**config.mk**
```make
export PLATFORM = sky130hd
export DESIGN_NAME = mem_arbiter
export DESIGN_NICKNAME = d
export VERILOG_FILES = /design/src/rtl/mem_arbiter.sv
export SDC_FILE = /design/constraint.sdc
export NUM_CORES = 1
export LEC_CHECK = 0
export ABC_AREA = 1
export CAP_MARGIN = 10
export CORE_AREA = 2 2 436 438
export DETAILED_ROUTE_END_ITERATION = 6
export DIE_AREA = 0 0 438 440
export DONT_BUFFER_PORTS = 1
export SLEW_MARGIN = 30
export SYNTH_ARGS = -nofsm -noshare
export SYNTH_HDL_FRONTEND = slang
export SYNTH_SLANG_ARGS = --single-unit
```
**constraint.sdc**
```tcl
create_clock -name clk -period 2.5 [get_ports clk]
set_clock_uncertainty 0.2 [all_clocks]
set_input_delay 0.25 -clock clk [delete_from_list [all_inputs] [get_ports clk]]
set_output_delay 0.25 -clock clk [all_outputs]
set_load 0.01 [all_outputs]
```
**src/rtl/mem_arbiter.sv**
```systemverilog
// rtl/mem_arbiter.sv - two-requester (fetch/data) sequencer for the shared block memory; ARB_RR_EN selects round-robin arbitration
module mem_arbiter #(
  parameter int ADDR_W  = 32,
  parameter int BLOCK_W = 128,
  parameter int LATENCY = 2
) (
  input  logic                 clk,
  input  logic                 rst_n,
  input  logic                 i_req,
  input  logic [ADDR_W-1:0]    i_addr,
  output logic                 i_ready,
  output logic [2*BLOCK_W-1:0] i_rdata,
  input  logic                 d_req,
  input  logic                 d_we,
  input  logic [ADDR_W-1:0]    d_addr,
  input  logic [BLOCK_W-1:0]   d_wdata,
  output logic                 d_ready,
  output logic [2*BLOCK_W-1:0] d_rdata,
  output logic [ADDR_W-1:0]    mem_addr,
  output logic                 mem_rd,
  output logic                 mem_wr,
  output logic [BLOCK_W-1:0]   mem_wdata,
  input  logic [BLOCK_W-1:0]   mem_out1,
  input  logic [BLOCK_W-1:0]   mem_out2,
  output logic                 busy
);

  localparam int CNT_W = (LATENCY < 1) ? 1 : $clog2(LATENCY + 1);

  typedef enum logic [1:0] {S_IDLE, S_ISSUE, S_WAIT, S_RESP} state_t;

  state_t               state_q, state_d;
  logic [CNT_W-1:0]     cnt_q, cnt_d;
  logic                 gnt_d_q;   // 1 = data side owns the current transaction
  logic [ADDR_W-1:0]    addr_q;
  logic                 we_q;
  logic [BLOCK_W-1:0]   wdata_q;
  logic [2*BLOCK_W-1:0] i_rdata_q;
  logic [2*BLOCK_W-1:0] d_rdata_q;
  logic                 pick_d;
  logic                 any_req;
  logic                 enter_resp;

  assign any_req = i_req | d_req;

`ifdef ARB_RR_EN
  // Pointer holds the last granted side (1 = data); reset value 0 lets data win first.
  logic rr_last_q;

  // Round-robin pointer, advanced only when a grant is made in IDLE.
  always_ff @(posedge clk or negedge rst_n) begin
    if (!rst_n) begin
      rr_last_q <= 1'b0;
    end else if (state_q == S_IDLE && any_req) begin
      rr_last_q <= pick_d;
    end
  end

  assign pick_d = d_req & (~i_req | ~rr_last_q);
`else
  assign pick_d = d_req;
`endif

  // Next-state logic for the transaction sequencer.
  always_comb begin
    state_d = state_q;
    cnt_d   = cnt_q;
    unique case (state_q)
      S_IDLE:  if (any_req) state_d = S_ISSUE;
      S_ISSUE: begin
        cnt_d   = CNT_W'(LATENCY);
        state_d = (LATENCY == 0) ? S_RESP : S_WAIT;
      end
      S_WAIT: begin
        cnt_d = cnt_q - CNT_W'(1);
        if (cnt_q <= CNT_W'(1)) state_d = S_RESP;
      end
      S_RESP:  state_d = S_IDLE;
      default: state_d = S_IDLE;
    endcase
  end

  // Memory data is sampled on the edge that enters RESP so rdata is valid alongside ready.
  assign enter_resp = (state_d == S_RESP) && (state_q != S_RESP);

  // State, counter and transaction latches.
  always_ff @(posedge clk or negedge rst_n) begin
    if (!rst_n) begin
      state_q   <= S_IDLE;
      cnt_q     <= '0;
      gnt_d_q   <= 1'b0;
      addr_q    <= '0;
      we_q      <= 1'b0;
      wdata_q   <= '0;
      i_rdata_q <= '0;
      d_rdata_q <= '0;
    end else begin
      state_q <= state_d;
      cnt_q   <= cnt_d;
      if (state_q == S_IDLE && any_req) begin
        gnt_d_q <= pick_d;
        addr_q  <= pick_d ? d_addr : i_addr;
        we_q    <= pick_d & d_we;
        wdata_q <= (pick_d & d_we) ? d_wdata : '0;
      end
      if (enter_resp && !we_q) begin
        if (gnt_d_q) d_rdata_q <= {mem_out1, mem_out2};
        else         i_rdata_q <= {mem_out1, mem_out2};
      end
    end
  end

  assign mem_addr  = addr_q;
  assign mem_rd    = (state_q == S_ISSUE) & ~we_q;
  assign mem_wr    = (state_q == S_ISSUE) & we_q;
  assign mem_wdata = we_q ? wdata_q : '0;
  assign d_ready   = (state_q == S_RESP) & gnt_d_q;
  assign i_ready   = (state_q == S_RESP) & ~gnt_d_q;
  assign d_rdata   = d_rdata_q;
  assign i_rdata   = i_rdata_q;
  assign busy      = (state_q != S_IDLE);

endmodule

```
* Yosys cells after proc, flatten, opt, wreduce, memory -nomap -nowiden
Index checks and enable logic that the tools add are counted.
** Cells by class
- $add $sub $neg :: 1
- $lt $le $gt $ge :: 1
- Equality and inequality tests :: 5
- Muxes and demuxes :: 7
- Bitwise gates (word level) :: 8
- Reduce and logical (&&, ||, !) cells :: 9
** Operator list (number)
- 128-bit two-way mux :: 2
- 32-bit two-way mux :: 1
- 2-bit one-hot mux with 4 select lines :: 1
- 2-bit == test, second input constant :: 3
- 1-bit AND :: 5
- 2-bit two-way mux :: 2
- 2-bit one-hot mux with 2 select lines :: 1
- 2-bit AND reduction :: 2
- 2-bit nonzero test :: 2
- 1-bit logical AND :: 3
- 2-bit by 1-bit == test with 1-bit output, second input constant :: 1
- 2-bit by 1-bit less-or-equal comparator with 1-bit output, second input constant :: 1
- 2-bit logical NOT :: 1
- 2-bit != test, second input constant :: 1
- 1-bit NOT :: 2
- 2-bit by 1-bit subtractor with 2-bit output, second input constant :: 1
- 1-bit logical NOT :: 1
- 1-bit OR :: 1
** Storage, ports and cells
- Register bits after elaboration :: 678
- Input port bits :: 453

* Longest topological paths before layout
- Depth after elaboration :: 7
- Gate-level depth with buffers :: 12
- Mapped depth without buffers :: 9

* Worst setup path after synthesis
No wires, ideal clock.
- Path kind :: register -> register
- From :: reg state_q[0]
- To :: reg d_rdata_q[175] (netlist: d_rdata[175])
- Library setup time :: 0.066 ns
- Arrival :: 1.720 ns
- Required time :: 2.234 ns
- Setup slack :: 0.514 ns
- Stages on the path, launching flop included :: 11
- Buffers on the path :: 3
- Clock period less this slack :: 1.986 ns
- Path through :: dfrtp_1 > inv_1 > ha_1 > inv_1 > nor3_2 > buf_4 > nand3_1 > buf_2 > clkbuf_1 > nand2_1 > nand2_1
** Between the ends
- Word-level cells in the longest chain between the ends :: 6
** Ends and longest elaborated chain
- start, declared :: line 32 : state_t state_q, state_d;
- start signal, assigned :: line 98 : state_q <= state_d;
- 2-bit == test, or another cell as far along :: line 68 : unique case (state_q)
- 2-bit one-hot mux with 4 select lines * :: line 68
- via state_d[1] :: line 32
- 2-bit == test * :: line 84 : assign enter_resp = (state_d == S_RESP) && (state_q != S_RESP);
- 1-bit logical AND * :: line 84
- 1-bit logical AND * :: line 106 : if (enter_resp && !we_q) begin
- 2-bit AND reduction (no source line) *
- end signal, assigned :: line 107 : if (gnt_d_q) d_rdata_q <= {mem_out1, mem_out2};
- end, declared :: line 39 : logic [2*BLOCK_W-1:0] d_rdata_q;
Mark *: on every way through the listed nets, which the timed path passes. The rest lies on a longest branch.
A chain may end at the register's enable or synchronous reset.

* Worst setup path in the final report
- From :: reg state_q[0]
- To :: reg i_rdata_q[193] (netlist: i_rdata[193])
** Between the ends
- Word-level cells in the longest chain between the ends :: 6
** Ends and longest elaborated chain
- 2-bit == test, or another cell as far along :: line 68
- 2-bit one-hot mux with 4 select lines * :: line 68
- via state_d[1] :: line 32
- 2-bit == test * :: line 84
- 1-bit logical AND * :: line 84
- 1-bit logical AND * :: line 106
- 2-bit AND reduction (no source line) *
- end signal, assigned :: line 108 : else i_rdata_q <= {mem_out1, mem_out2};
- end, declared :: line 38 : logic [2*BLOCK_W-1:0] i_rdata_q;
Marks and branches as above.

==> summary.md <==
| Metric | Value |
|---|---|
| FF-to-FF setup slack | 0.06 ns |
| Yosys warnings | 0 |
| Worst r2r dst | i_rdata[193] |
| Core Area | 189,000 µm² |
| Status | finished, violations left |
| Register area share after synthesis | 0.586 |
| Largest net degree at the start of global routing | 679 |
| Fmax | 409 MHz |
| Crit. End Element | register |
| CTS clk-pin slew, worst paths | 0.06 ns |
| DR pass1 iterations | 7 |
| RSZ-0062 raised after global routing | true |
| Grt total ovfl | 0 |
| Max_cap viols | 0 |
| Pwr/cell area | 1350 nW/µm² |
| Peak supply drop | 0.860 mV |
| R2R cell count | 11 |
| Count of clock tree sinks | 678 |
| Standard-cell rows | 160 |
| Mapped Area | 29,000 µm² |
| Commonest non-fill, non-tap cell in the layout | nand2_1 |
| CTS H-tree depth | 3 |
| Cells after Synth | 3,355 |
| Hold slack | -0.629 ns |
| Pwr Total | 56,400 µW |
| Initial antenna violation count | 64 |
| Crit path DAT | 2.86 ns |
| Root Buffer Master | clkbuf_16 |
| IO Pins | 1,130 |
| Worst Setup SP | state_q[0] |
| Final Hold Viols | 154 |
| Mapped Nets | 3,814 |
| Port Buffers | 0 |
| Post-route clock period utilization | 0.978 |
| Failing checks | DRC, hold timing |
| First-pass GRT wire length | 191,000 µm |
| CTS tree | built |
| Met2 usage | 0.203 |
| P_leak | 0.0208 µW |
| Routed WL per cell | 22.0 µm |
| Met1 Usage GRT | 0.158 |
| Worst slew pin tran | 0.815 ns |
| Synth cell types | 18 |
| Critical Path RT | 2.91 ns |
| Most frequent cells in the layout | nand2_1 (1,193), dfrtp_1 (676), dlygate4sd3_1 (575) |
| DR vias | 28,400 |
| Tot GR Track Use | 0.133 |
| Finish-stage setup viols | 0 |
| DRC | 2 |
| Die Y | 440 µm |
| Placer Congestion | 0.969 |
| Layout Nets | 4,335 |
| Post-Route WL | 143,000 µm |
| Post-layout util | 0.222 |
| Share of cells above drive strength 1 | 0.0787 |
| CP Class | register to register |
| Slew HR | 0.457 |
| Max FO, Critical Path | 18 |
| Initial core utilization | 0.154 |
| HPWL after detailed placement | 94,600 µm |
| Hold crit path type | input port to async pin |
| Final Max Slew Viols | 0 |
| Critical R2R Launch | state_q[0] |
| DRT antenna net count | 0 |
| Syn_area_per_cell | 8.63 µm² |
| Area growth from synthesis to layout | 44.6% |
| Flops & latches, synth | 678 |
| Minimum clock period | 2.44 ns |
| Top Usage Layer GRT | met2 |
| CTS Buf Count | 79 |
| Drt initial violations | 3,132 |
| Vias/cell | 4.38 |
| Worst Setup EP | i_rdata[193] |
| CP Launch Type | register |
| Clock Latency Late Sink | 0.72 ns |
| Die area | 193,000 µm² |
| Vias in the first global route | 26,400 |
| Die X | 438 µm |
| GR Util met3 | 0.0494 |
| CTS Buffer Depth | 3 |
## flip-flops by register name, indices dropped and copies added, names as in the netlist
signal	count
we_q	1
wdata_q	128
i_rdata	256
gnt_d_q	1
cnt_q	2
mem_addr	32
d_rdata	256
state_q	2
## final cells by class
| cell class | instances | area [µm²] |
|---|---|---|
| well taps | 2511 | 3140 |
| fillers | 20100 | 147000 |
| inverters | 300 | 1140 |
| clock buffers | 114 | 2290 |
| repair buffers | 738 | 8160 |
| multi-input cells | 2079 | 9650 |
| diodes | 34 | 85.1 |
| flip-flops and latches | 678 | 17000 |
| clock inverters | 31 | 444 |
## cell families (layout without fill, tap and decap cells)
group                      Yosys count  after routing  synth area share
AOI/OAI and AO/OA                  324            324            0.0560
other                                0             34                 0
and+or+nand+nor                   1749           1749             0.272
DFF                                678            678             0.586
adders and majority gates            6              6           0.00259
buffers and inverters              598           1183            0.0839
## Yosys cell counts (all sizes together)
cell type	number	area, µm²
inv	299	1120
nand4	512	3200
nand3	4	25.0
o21ai	291	1460
ha	6	75.1
nand2	1194	4480
clkinv	1	3.75
clkbuf	156	586
nor2	38	145
dfrtp	678	17000
a21oi	33	165
buf	142	717
nor3	1	10.0
## metrics by stage
step	cells	TNS, ns	setup slack (ns)	area (µm²)	hold slack (ns)
2_1_floorplan	3355	0	0.514	29000	-0.246
3_3_place_gp	5673	0	0.148	32200	-0.228
3_5_place_dp	5673	0	0.112	32200	-0.226
4_1_cts	6402	-0.00281	-0.00281	40900	-1.03
5_1_grt	6467	-0.0263	-0.0160	41800	-0.614
6_report	6485	0	0.0560	41900	-0.629
## worst min-delay path by stage
stage                     slack, ns  depth (start not counted)            to  start
final                         -0.63                          1   wdata_q[89]  rst_n
after global routing          -0.61                          1   wdata_q[89]  rst_n
after CTS                     -1.03                          0   wdata_q[55]  rst_n
after detailed placement      -0.23                          0   wdata_q[92]  rst_n
after global placement        -0.23                          0  wdata_q[100]  rst_n
after floorplan               -0.25                          0      cnt_q[0]  rst_n
## worst max-delay path, cell delays in order (launching register included)
cell	delay (ns)
dfrtp_1	0.36
inv_2	0.08
ha_4	0.29
inv_4	0.04
nor3_4	0.28
buf_12	0.17
buf_12	0.12
buf_16	0.15
buf_12	0.14
buf_8	0.16
nand4_1	0.19
nand2_1	0.12
## per-layer routing
layer | part of all wire | vias up
met5 | 0.0027 | -
met4 | 0.070 | 40
met3 | 0.11 | 483
met2 | 0.45 | 1987
met1 | 0.37 | 13800
li1 | - | 12100
## power breakdown
part | leakage [µW] | internal (µW) | switching [µW]
Combinational | 0.0108 | 7870 | 13900
Clock | 0.00134 | 7160 | 5220
Sequential | 0.00866 | 15700 | 6600
## what timing repair did
item / in CTS / in global routing
endpoints found under the hold margin: 1353 / 153
buffers inserted: 5 / 22
hold buffers: 576 / 1
setup endpoints to repair: 67 / 378
gates resized for setup: 7 / 28
cloned: 3 / 22
pin swaps: 2 / 15
Note: power is estimated with default switching activity, not from simulation.
